**src/rtl/ads1675_pkg.sv**
```systemverilog
// Shared types and constants for the ADS1675 capture-path sequencer.
package ads1675_pkg;

  localparam int DW_DEF = 24;
  localparam int TMR_W  = 16;

  typedef enum logic [2:0] {
    OFF,
    PWRUP,
    CONFIG,
    START,
    SETTLE,
    RUN,
    ERROR
  } ctrl_state_t;

  typedef struct packed {
    logic [2:0] dr;
    logic       fpath;
    logic       ll_cfg;
    logic       lvds;
    logic       clk_sel;
  } cfg_pins_t;

endpackage

```
**src/rtl/ads1675_ctrl_if.sv**
```systemverilog
// Word stream (valid/data/ready): the receiver-to-controller hop and the controller-to-FIFO hop.
interface ads1675_ctrl_if
  import ads1675_pkg::*;
#(
  parameter int DW = DW_DEF
) ();

  logic          valid;
  logic [DW-1:0] data;
  logic          ready;

  modport master (output valid, output data, input ready);
  modport slave  (input valid, input data, output ready);

endinterface

```
**src/rtl/ads1675_ctrl_timer.sv**
```systemverilog
// Loadable down-counter that stops at zero; shared by every timed phase of the sequencer.
module ads1675_ctrl_timer #(
  parameter int W = 16
) (
  input  logic         aclk,
  input  logic         aresetn,
  input  logic         load,
  input  logic [W-1:0] load_val,
  input  logic         dec,
  output logic         zero
);

  logic [W-1:0] cnt;

  // NOTE: clocked state is written with non-blocking assignments only, so every
  // flop samples the pre-edge values no matter how the always_ff blocks are ordered.
  always_ff @(posedge aclk or negedge aresetn) begin
    if (!aresetn) begin
      cnt <= '0;
    end else if (load) begin
      cnt <= load_val;
    end else if (dec && (cnt != '0)) begin
      cnt <= cnt - 1'b1;
    end
  end

  assign zero = (cnt == '0);

endmodule

```
**src/rtl/ads1675_ctrl.sv**
```systemverilog
// ADS1675 sequencer: power-up, pin configuration, start pulse, settling discard, then
// gated forwarding of receiver words to the FIFO with an inter-word timeout watchdog.
module ads1675_ctrl
  import ads1675_pkg::*;
#(
  parameter int DW          = DW_DEF,
  parameter int PWRUP_CYC   = 1024,
  parameter int CFG_CYC     = 16,
  parameter int START_CYC   = 4,
  parameter int DISCARD     = 2,
  parameter int TIMEOUT_CYC = 4096
) (
  input  logic        aclk,
  input  logic        aresetn,
  input  logic        enable,
  input  logic        reconfig,
  input  logic [2:0]  cfg_dr,
  input  logic        cfg_fpath,
  input  logic        cfg_ll_cfg,
  input  logic        cfg_lvds,
  input  logic        cfg_clk_sel,
  ads1675_ctrl_if.slave  rx,
  ads1675_ctrl_if.master fifo,
  output logic        pown,
  output logic        start,
  output logic        cs_n,
  output logic        dr0,
  output logic        dr1,
  output logic        dr2,
  output logic        fpath,
  output logic        ll_cfg,
  output logic        lvds,
  output logic        clk_sel,
  output logic        running,
  output logic        timeout_err,
  output logic [15:0] drop_cnt
);

  ctrl_state_t      state, state_n;
  cfg_pins_t        pins, cfg_in;
  logic             restart;
  logic             tmr_load, tmr_dec, tmr_zero;
  logic [TMR_W-1:0] tmr_val;
  logic             latch_cfg, clr_drop, skip_load, skip_dec, accept, drop;
  logic [7:0]       skip;
  logic             valid_q;
  logic [DW-1:0]    data_q;

  assign cfg_in = '{dr: cfg_dr, fpath: cfg_fpath, ll_cfg: cfg_ll_cfg,
                    lvds: cfg_lvds, clk_sel: cfg_clk_sel};

  // Reconfig only means something once the ADC is powered and past PWRUP, and not in ERROR.
  assign restart = reconfig && (state inside {CONFIG, START, SETTLE, RUN});

  // NOTE: every signal this block drives gets a default first, so no path leaves one
  // unassigned and no latch is inferred.
  always_comb begin
    state_n   = state;
    tmr_load  = 1'b0;
    tmr_val   = '0;
    tmr_dec   = 1'b0;
    latch_cfg = 1'b0;
    clr_drop  = 1'b0;
    skip_load = 1'b0;
    skip_dec  = 1'b0;
    accept    = 1'b0;
    drop      = 1'b0;

    if (!enable) begin
      state_n = OFF;
    end else if (restart) begin
      state_n   = CONFIG;
      latch_cfg = 1'b1;
      tmr_load  = 1'b1;
      tmr_val   = TMR_W'(CFG_CYC - 1);
    end else begin
      case (state)
        OFF: begin
          state_n  = PWRUP;
          tmr_load = 1'b1;
          tmr_val  = TMR_W'(PWRUP_CYC - 1);
        end
        PWRUP: begin
          if (tmr_zero) begin
            state_n   = CONFIG;
            latch_cfg = 1'b1;
            tmr_load  = 1'b1;
            tmr_val   = TMR_W'(CFG_CYC - 1);
          end else begin
            tmr_dec = 1'b1;
          end
        end
        CONFIG: begin
          if (tmr_zero) begin
            state_n  = START;
            clr_drop = 1'b1;
            tmr_load = 1'b1;
            tmr_val  = TMR_W'(START_CYC - 1);
          end else begin
            tmr_dec = 1'b1;
          end
        end
        START: begin
          if (tmr_zero) begin
            state_n   = SETTLE;
            skip_load = 1'b1;
            tmr_load  = 1'b1;
            tmr_val   = TMR_W'(TIMEOUT_CYC - 1);
          end else begin
            tmr_dec = 1'b1;
          end
        end
        SETTLE, RUN: begin
          // Watchdog: any received word rearms the full inter-word window.
          if (rx.valid) begin
            tmr_load = 1'b1;
            tmr_val  = TMR_W'(TIMEOUT_CYC - 1);
          end else begin
            tmr_dec = 1'b1;
          end

          if (state == SETTLE) begin
            if (skip == '0) begin
              state_n = RUN;
            end else if (rx.valid) begin
              skip_dec = 1'b1;
              if (skip == 8'd1) state_n = RUN;
            end
          end else if (rx.valid) begin
            accept = fifo.ready;
            drop   = !fifo.ready;
          end

          if (!rx.valid && tmr_zero) state_n = ERROR;
        end
        ERROR: ;
        default: state_n = OFF;
      endcase
    end
  end

  ads1675_ctrl_timer #(.W(TMR_W)) u_tmr (
    .aclk     (aclk),
    .aresetn  (aresetn),
    .load     (tmr_load),
    .load_val (tmr_val),
    .dec      (tmr_dec),
    .zero     (tmr_zero)
  );

  // Outputs are registered from the next state so they change on the same edge as the state.
  always_ff @(posedge aclk or negedge aresetn) begin
    if (!aresetn) begin
      state       <= OFF;
      pown        <= 1'b0;
      cs_n        <= 1'b1;
      start       <= 1'b0;
      running     <= 1'b0;
      timeout_err <= 1'b0;
      pins        <= '0;
      valid_q     <= 1'b0;
      data_q      <= '0;
      drop_cnt    <= '0;
      skip        <= '0;
    end else begin
      state       <= state_n;
      pown        <= (state_n != OFF);
      cs_n        <= (state_n inside {OFF, PWRUP});
      start       <= (state_n == START);
      running     <= (state_n == RUN);
      timeout_err <= (state_n == ERROR);

      if (state_n == OFF) begin
        pins <= '0;
      end else if (latch_cfg) begin
        pins <= cfg_in;
      end

      valid_q <= accept;
      if (accept) data_q <= rx.data;

      if (clr_drop) begin
        drop_cnt <= '0;
      end else if (drop && (drop_cnt != 16'hFFFF)) begin
        drop_cnt <= drop_cnt + 16'd1;
      end

      if (skip_load) begin
        skip <= 8'(DISCARD);
      end else if (skip_dec) begin
        skip <= skip - 8'd1;
      end
    end
  end

  assign rx.ready   = 1'b1;
  assign fifo.valid = valid_q;
  assign fifo.data  = data_q;

  assign dr0     = pins.dr[0];
  assign dr1     = pins.dr[1];
  assign dr2     = pins.dr[2];
  assign fpath   = pins.fpath;
  assign ll_cfg  = pins.ll_cfg;
  assign lvds    = pins.lvds;
  assign clk_sel = pins.clk_sel;

endmodule

```
**src/flat_wrapper.sv**
```systemverilog
// flat-port wrapper written by rule: the top's interface ports become plain ports
module ads1675_ctrl_flat import ads1675_pkg::*;
#(
  parameter int DW          = DW_DEF,
  parameter int PWRUP_CYC   = 1024,
  parameter int CFG_CYC     = 16,
  parameter int START_CYC   = 4,
  parameter int DISCARD     = 2,
  parameter int TIMEOUT_CYC = 4096
)
  (aclk, aresetn, enable, reconfig, cfg_dr, cfg_fpath, cfg_ll_cfg, cfg_lvds, cfg_clk_sel, pown, start, cs_n, dr0, dr1, dr2, fpath, ll_cfg, lvds, clk_sel, running, timeout_err, drop_cnt, rx_valid, rx_data, rx_ready, fifo_valid, fifo_data, fifo_ready);
  ads1675_ctrl_if #(.DW(DW)) rx_i ();
  ads1675_ctrl_if #(.DW(DW)) fifo_i ();
  input  logic aclk;
  input  logic aresetn;
  input  logic enable;
  input  logic reconfig;
  input  logic [2:0] cfg_dr;
  input  logic cfg_fpath;
  input  logic cfg_ll_cfg;
  input  logic cfg_lvds;
  input  logic cfg_clk_sel;
  output logic pown;
  output logic start;
  output logic cs_n;
  output logic dr0;
  output logic dr1;
  output logic dr2;
  output logic fpath;
  output logic ll_cfg;
  output logic lvds;
  output logic clk_sel;
  output logic running;
  output logic timeout_err;
  output logic [15:0] drop_cnt;
  input wire logic [$bits(rx_i.valid)-1:0] rx_valid;
  input wire logic [$bits(rx_i.data)-1:0] rx_data;
  output wire logic [$bits(rx_i.ready)-1:0] rx_ready;
  output wire logic [$bits(fifo_i.valid)-1:0] fifo_valid;
  output wire logic [$bits(fifo_i.data)-1:0] fifo_data;
  input wire logic [$bits(fifo_i.ready)-1:0] fifo_ready;
  assign rx_i.valid = rx_valid;
  assign rx_i.data = rx_data;
  assign rx_ready = rx_i.ready;
  assign fifo_valid = fifo_i.valid;
  assign fifo_data = fifo_i.data;
  assign fifo_i.ready = fifo_ready;
  ads1675_ctrl #(.DW(DW), .PWRUP_CYC(PWRUP_CYC), .CFG_CYC(CFG_CYC), .START_CYC(START_CYC), .DISCARD(DISCARD), .TIMEOUT_CYC(TIMEOUT_CYC)) u_core (.aclk(aclk), .aresetn(aresetn), .enable(enable), .reconfig(reconfig), .cfg_dr(cfg_dr), .cfg_fpath(cfg_fpath), .cfg_ll_cfg(cfg_ll_cfg), .cfg_lvds(cfg_lvds), .cfg_clk_sel(cfg_clk_sel), .rx(rx_i), .fifo(fifo_i), .pown(pown), .start(start), .cs_n(cs_n), .dr0(dr0), .dr1(dr1), .dr2(dr2), .fpath(fpath), .ll_cfg(ll_cfg), .lvds(lvds), .clk_sel(clk_sel), .running(running), .timeout_err(timeout_err), .drop_cnt(drop_cnt));
endmodule
```
**config.mk**
```make
export PLATFORM = sky130hd
export DESIGN_NAME = ads1675_ctrl_flat
export DESIGN_NICKNAME = d
export VERILOG_FILES = /design/src/rtl/ads1675_pkg.sv /design/src/rtl/ads1675_ctrl_if.sv /design/src/rtl/ads1675_ctrl_timer.sv /design/src/rtl/ads1675_ctrl.sv /design/src/flat_wrapper.sv
export SDC_FILE = /design/constraint.sdc
export NUM_CORES = 1
export LEC_CHECK = 0
export BUFFER_PORTS_ARGS = -buffer_cell sky130_fd_sc_hd__buf_2
export CAP_MARGIN = 0
export CORE_ASPECT_RATIO = 0.8
export CORE_UTILIZATION = 49
export CTS_BUF_LIST = sky130_fd_sc_hd__clkbuf_16
export CTS_CLUSTER_DIAMETER = 40
export DETAILED_ROUTE_END_ITERATION = 8
export GPL_ROUTABILITY_DRIVEN = 0
export PLACE_DENSITY_LB_ADDON = 0.25
export SYNTH_ARGS = -nofsm -noshare
export SYNTH_HDL_FRONTEND = slang
export SYNTH_HIERARCHICAL = 1
export SYNTH_SLANG_ARGS = --single-unit
```
**constraint.sdc**
```tcl
create_clock -name aclk -period 3 [get_ports aclk]
set_input_delay 0.6 -clock aclk [delete_from_list [all_inputs] [get_ports aclk]]
set_output_delay 0.6 -clock aclk [all_outputs]
set_load 0.005 [all_outputs]
```
Word-level counts from Yosys, hierarchy flattened

Cells that the tools add are included.

Flip-flop bits (word level): 80

Reductions and logical operators: 20
Add/subtract/negate cells: 3
Multiplexer cells: 60
Equality and inequality tests: 12

Operators by type and width:

| operator              | count |
|---|---|
| $mux 16               | 6 |
| $pmux 16 s5           | 1 |
| $mux 1                | 32 |
| $mux 3                | 10 |
| $mux 12               | 2 |
| $pmux 3 s6            | 1 |
| $add 16x1->16 const B | 1 |
| $logic_not 16->1      | 1 |
| $mux 8                | 2 |
| $ne 16x16->1 const B  | 1 |
| $reduce_bool 16->1    | 1 |
| $sub 16x1->16 const B | 1 |
| $eq 3x3->1 const B    | 5 |
| $mux 7                | 2 |
| $reduce_bool 2->1     | 5 |
| $eq 3x2->1 const B    | 3 |
| $eq 8x1->1 const B    | 1 |
| $logic_not 8->1       | 1 |
| $sub 8x1->8 const B   | 1 |
| $eq 3x1->1 const B    | 2 |
| $logic_not 3->1       | 2 |
| $logic_and 1x1->1     | 4 |
| $mux 4                | 1 |
| $reduce_bool 4->1     | 1 |
| 7 further kinds       | 8 |

Longest topological paths before layout

Word-level depth: 11
Mapped depth: 16

By module

The synthesis kept the hierarchy.

Modules (own cells, without submodules):

| module             | area each (µm²) | instances | cells each | seq. area each (µm²) |
|---|---|---|---|---|
| ads1675_ctrl       | 3163.0          | 1         | 304        | 1602.8 |
| ads1675_ctrl_timer | 1007.2          | 1         | 111        | 400.4 |

Least setup slack after synthesis

OpenSTA, ideal clock, no wires.

Path kind: register to register
From: register u_core.u_tmr.cnt[0]
To: register u_core.u_tmr.cnt[12]
Setup slack: -108 ps
Cell stages (with the launch flop): 13
Arrival: 2983 ps
Data required time: 2875 ps
Cell sequence: dfrtp_1 -> inv_1 -> ha_1 -> nor4b_2 -> nand2_1 -> or3_1 -> buf_2 -> inv_1 -> clkbuf_1 -> nor4bb_1 -> o21a_1 -> clkbuf_1 -> mux2_2

RTL lines:

| element                                      | line                                                        | source |
|---|---|---|
| start, declared                              | ads1675_ctrl_timer.sv:13                                    | `logic [W-1:0] cnt;` |
| start signal, assigned                       | ads1675_ctrl_timer.sv:21                                    | `cnt <= load_val;` |
| start signal, assigned                       | ads1675_ctrl_timer.sv:23                                    | `cnt <= cnt - 1'b1;` |
| $logic_not 16->1 *                           | ads1675_ctrl_timer.sv:27                                    | `assign zero = (cnt == '0);` |
| net u_core.tmr_zero                          | ads1675_ctrl.sv:42                                          | `logic tmr_load, tmr_dec, tmr_zero;` |
| $mux 1 *                                     | ads1675_ctrl.sv:84, ads1675_ctrl.sv:94, ads1675_ctrl.sv:104 |  |
| $pmux 1 s3 *                                 | ads1675_ctrl.sv:77                                          | `case (state)` |
| $mux 1 *                                     | ads1675_ctrl.sv:71                                          | `end else if (restart) begin` |
| $mux 1 *                                     | ads1675_ctrl.sv:69                                          | `if (!enable) begin` |
| net u_core.tmr_load                          | ads1675_ctrl.sv:42                                          |  |
| $mux 16 or $reduce_bool 2->1 (tied branches) | -                                                           |  |

The timed path passes the listed nets; every way through them passes the cells marked *. The select of a mux whose other input is x is not followed.
A chain may end at the register's enable or synchronous reset.

Worst setup path after layout

From: register u_core.u_tmr.cnt[0]
To: register u_core.u_tmr.cnt[15]

Cells in the longest elaborated chain, start to end: 7

RTL lines:

| element                     | line                                                        | source |
|---|---|---|
| $logic_not 16->1            | ads1675_ctrl_timer.sv:27                                    |  |
| net u_core.tmr_zero         | ads1675_ctrl.sv:42                                          |  |
| $mux 1                      | ads1675_ctrl.sv:84, ads1675_ctrl.sv:94, ads1675_ctrl.sv:104 |  |
| $pmux 1 s2                  | ads1675_ctrl.sv:77                                          |  |
| $mux 1                      | ads1675_ctrl.sv:71                                          |  |
| $mux 1                      | ads1675_ctrl.sv:69                                          |  |
| net u_core.tmr_dec          | ads1675_ctrl.sv:42                                          |  |
| $logic_and 1x1->1           | ads1675_ctrl_timer.sv:22                                    | `end else if (dec && (cnt != '0)) begin` |
| $reduce_bool 2->1 (no line) | -                                                           |  |

The timed path passes the listed nets, and every way through them passes these cells. The select of a mux whose other input is x is not followed.

==> impl_metrics.tcl <==
set metrics [dict create \
    total_leakage_power_uw 0.00251 \
    finClkSkew_ps 8.14 \
    critical_path.endpoint_type "flop" \
    antenna_cells 0 \
    layout_min_cycle_time_ps 2860 \
    max-slew-margin-rel_pct 33.8 \
    clock_latency_ps 330 \
    critical_path.max_fanout 5 \
    grt_pass1_wl_um 16000 \
    worst-setup-path-type "flop to flop" \
    tightest_slew_ps 993 \
    io-pin-count 91 \
    number_of_sinks_on_the_clock_net 80 \
    cp-start-kind "flop" \
    cts_max_level 3 \
    yosysWarningCount 6 \
    cts_hold_buffers 0 \
    post_dp_area_um2 4800 \
    synth_top_family_by_area "simple AND/OR/NAND/NOR gates" \
    initialDrtViolationCount 178 \
    portBuffers 89 \
    max_cap_violations 0 \
    data_arrival_time_of_the_critical_path_ps 3110 \
    r2r_end "u_core/u_tmr/cnt[15]" \
    worstReg2RegStart "u_core/u_tmr/cnt[0]" \
    final_max_slew_viol_count 0 \
    layout-drive-gt1-share_pct 31.4 \
    synth-compound-area-share_pct 14.6 \
    final_hold_violation_count 0 \
    std_cell_rows 29 \
    yosysUniqueCellTypes 69 \
    clk_transition_reported_paths_ps 70 \
    width_of_the_die_um 105 \
    post_layout_inst_area_um2 5160 \
    grt-ovfl-total 0 \
    grt_pass1_vias 3362 \
    globalRouteTotalUtil_pct 22.5 \
    drt-wirelength-per-cell_um 14.9 \
    synth_cells 415 \
    synthesis.area_um2 4170 \
    worstHoldPathType "input pin to asynchronous set/reset pin" \
    report.final.setup_viol 0 \
    synth.top_cells.by_area "sky130_fd_sc_hd__dfrtp_1 (47%), sky130_fd_sc_hd__mux2_2 (5.7%), sky130_fd_sc_hd__nand2_1 (3.8%)" \
    cts_buffer_depth 2 \
    area_share_of_fa_ha_maj_cells_after_synthesis_pct 1.50 \
    synth_largest_type_area_fraction_pct 47.4 \
    route.vias.total 3464 \
    drt-vias-per-instance 5.52 \
    fp.coreArea_um2 8090 \
    synth_seq_area_share_pct 48.0 \
    drc_markers 0 \
    postSynth.topFlopCell "sky130_fd_sc_hd__dfrtp_1" \
    min_period_over_period_pct 95.2 \
    ys_ff_latch 80 \
    post-synth-top-area-cell "sky130_fd_sc_hd__dfrtp_1" \
    floorplan.initialDensity_pct 51.5 \
    crit_slowest_cell "sky130_fd_sc_hd__or4b_4" \
    chip_height_um 84.5 \
    synth-edff-count 0 \
    post_synth_and_or_nand_nor_area_fraction_pct 21.5 \
    cp_slowest_stage_delay_ps 500 \
    hpwl_um 6440 \
    post-route-util_pct 63.8 \
    synth.top_cells.by_count "sky130_fd_sc_hd__dfrtp_1 (79), sky130_fd_sc_hd__nand2_1 (42), sky130_fd_sc_hd__a21oi_1 (27), sky130_fd_sc_hd__o21ai_0 (25), sky130_fd_sc_hd__nor2_1 (24)" \
    detailedRoute.firstPassIterationCount 5 \
    drt-total-wl_um 9350 \
    run_status "completed" \
    tritoncts "yes" \
    syn_avg_cell_area_um2 10.0 \
    rr_worst_depth 15 \
    cts_root_buf "sky130_fd_sc_hd__clkbuf_16" \
    power.density_cell_area_nw_per_um2 549 \
    layout-area-overhead-vs-synth_pct 23.7 \
    required_time_of_the_worst_setup_path_ps 3260 \
    max_freq_mhz 350 \
    synth-xor-area-share_pct 2.10 \
    worst_ir_drop_vdd_mv 0.273 \
    grt_max_degree 81 \
    crit_chain "inv_1 > ha_2 > nor4b_2 > nand2_1 > or3_4 > inv_2 > nor3_2 > a21oi_1 > nor2_2 > or4b_4 > nor3_4 > buf_4 > o211ai_1 > xor2_1 > o21ai_1" \
    design.die.area_um2 8890 \
    final_nets 556 \
    yosysMostFrequentCell "sky130_fd_sc_hd__dfrtp_1" \
    yosys-mux-area-fraction_pct 8.91 \
    setup.reg_to_reg.worst_slack_ps 140 \
    async_flop_share_pct 100 \
    cts-buffers-inserted 9 \
    detail-route-antenna-nets 0 \
    antenna_violations_before_repair 0 \
]
==> cells in the final DEF (no fill, tap or decap), drive strengths merged, types with 5 or more instances in the layout <==
| cell | netlist | routed |
|---|---|---|
| nor4 | 7 | 7 |
| clkbuf | 13 | 9 |
| inv | 15 | 19 |
| o21a | 6 | 6 |
| nand3 | 13 | 13 |
| o211ai | 5 | 5 |
| dfrtp | 79 | 79 |
| o31ai | 6 | 6 |
| or4 | 8 | 8 |
| nand2 | 43 | 43 |
| nor2b | 5 | 5 |
| and2 | 7 | 7 |
| nor3 | 9 | 9 |
| nor2 | 24 | 24 |
| mux2i | 9 | 9 |
| nand2b | 5 | 5 |
| o21ai | 27 | 27 |
| ha | 5 | 5 |
| a21oi | 28 | 28 |
| mux2 | 25 | 25 |
| buf | 5 | 103 |
| conb | 2 | 5 |
| xor2 | 6 | 6 |
==> power breakdown <==
group          internal (µW)  switching (µW)
clock                    748             463
sequential              1140            88.1
combinational            175             214
==> flip-flops by register name, indices dropped and copies added (netlist names), 3 cells and up <==
name	count
u_core/state	3
u_core/skip	8
u_core/fifo.data	24
u_core/u_tmr/cnt	16
u_core/drop_cnt	16
==> per-stage QoR <==
step | worst slack, ps | std cells | TNS, ps | total power, µW | hold slack, ps
finish | 144 | 627 | 0 | 2830 | 429
global route | -13.6 | 627 | -22.6 | 2970 | 472
CTS | 91.4 | 625 | 0 | 2850 | 465
detailed placement | 167 | 609 | 0 | 1620 | 475
global placement | 329 | 609 | 0 | 1610 | 468
floorplan | 2.16 | 418 | 0 | 1490 | 304
==> final cells by class <==
type | count | area, µm²
Fill cell | 688 | 2930
Multi-Input combinational cell | 305 | 2080
Sequential cell | 80 | 2000
Timing Repair Buffer | 103 | 553
Clock buffer | 9 | 225
Tap cell | 108 | 135
Clock inverter | 7 | 109
Inverter | 15 | 56.3
==> cells by family (layout without fill, tap and decap cells) <==
| kind of cell | after synthesis | count (layout) |
|---|---|---|
| other | 2 | 5 |
| flip-flops | 80 | 80 |
| AND/OR/NAND/NOR | 154 | 154 |
| AO/OA/AOI/OAI | 97 | 97 |
| adder cells (fa/ha/maj) | 5 | 5 |
| multiplexers | 34 | 34 |
| XOR/XNOR | 10 | 10 |
| buffers and inverters | 33 | 134 |
==> how the worst max path moves through the flow <==
stage                        start              endpoint  slack [ps]  cells past startpoint
2_1_floorplan  u_core/u_tmr/cnt[0]  u_core/u_tmr/cnt[12]           2                     12
3_3_place_gp   u_core/u_tmr/cnt[0]   u_core/u_tmr/cnt[7]         330                     14
3_5_place_dp   u_core/u_tmr/cnt[1]   u_core/u_tmr/cnt[9]         170                     14
4_1_cts        u_core/u_tmr/cnt[0]   u_core/u_tmr/cnt[7]          90                     14
5_1_grt        u_core/u_tmr/cnt[1]  u_core/u_tmr/cnt[15]         -10                     15
6_report       u_core/u_tmr/cnt[0]  u_core/u_tmr/cnt[15]         140                     15
==> critical path, delay by kind of cell (launching register included) <==
kind	cells	cell delay [ps]
and+or+nand+nor	7	1480
DFF	1	350
buffers and inverters	3	290
AOI/OAI and AO/OA	3	290
adders and majority gates	1	200
xor gates and xnor gates	1	160
==> routing by layer <==
layer	GRT usage [%]	vias to the layer above	wire [µm]
li1	-	1698	-
met1	31.5	1669	4390
met2	35.2	85	4460
met3	4.66	12	390
met4	7.81	0	104
met5	0	-	0
==> repair_timing <==
item / in CTS / in global routing
buffers inserted: 0 / 2
endpoints found under the setup margin: 0 / 7
hold endpoints to repair: 0 / 0
resized for setup: 0 / 6
No activity file was read; power rests on OpenSTA's default activity.
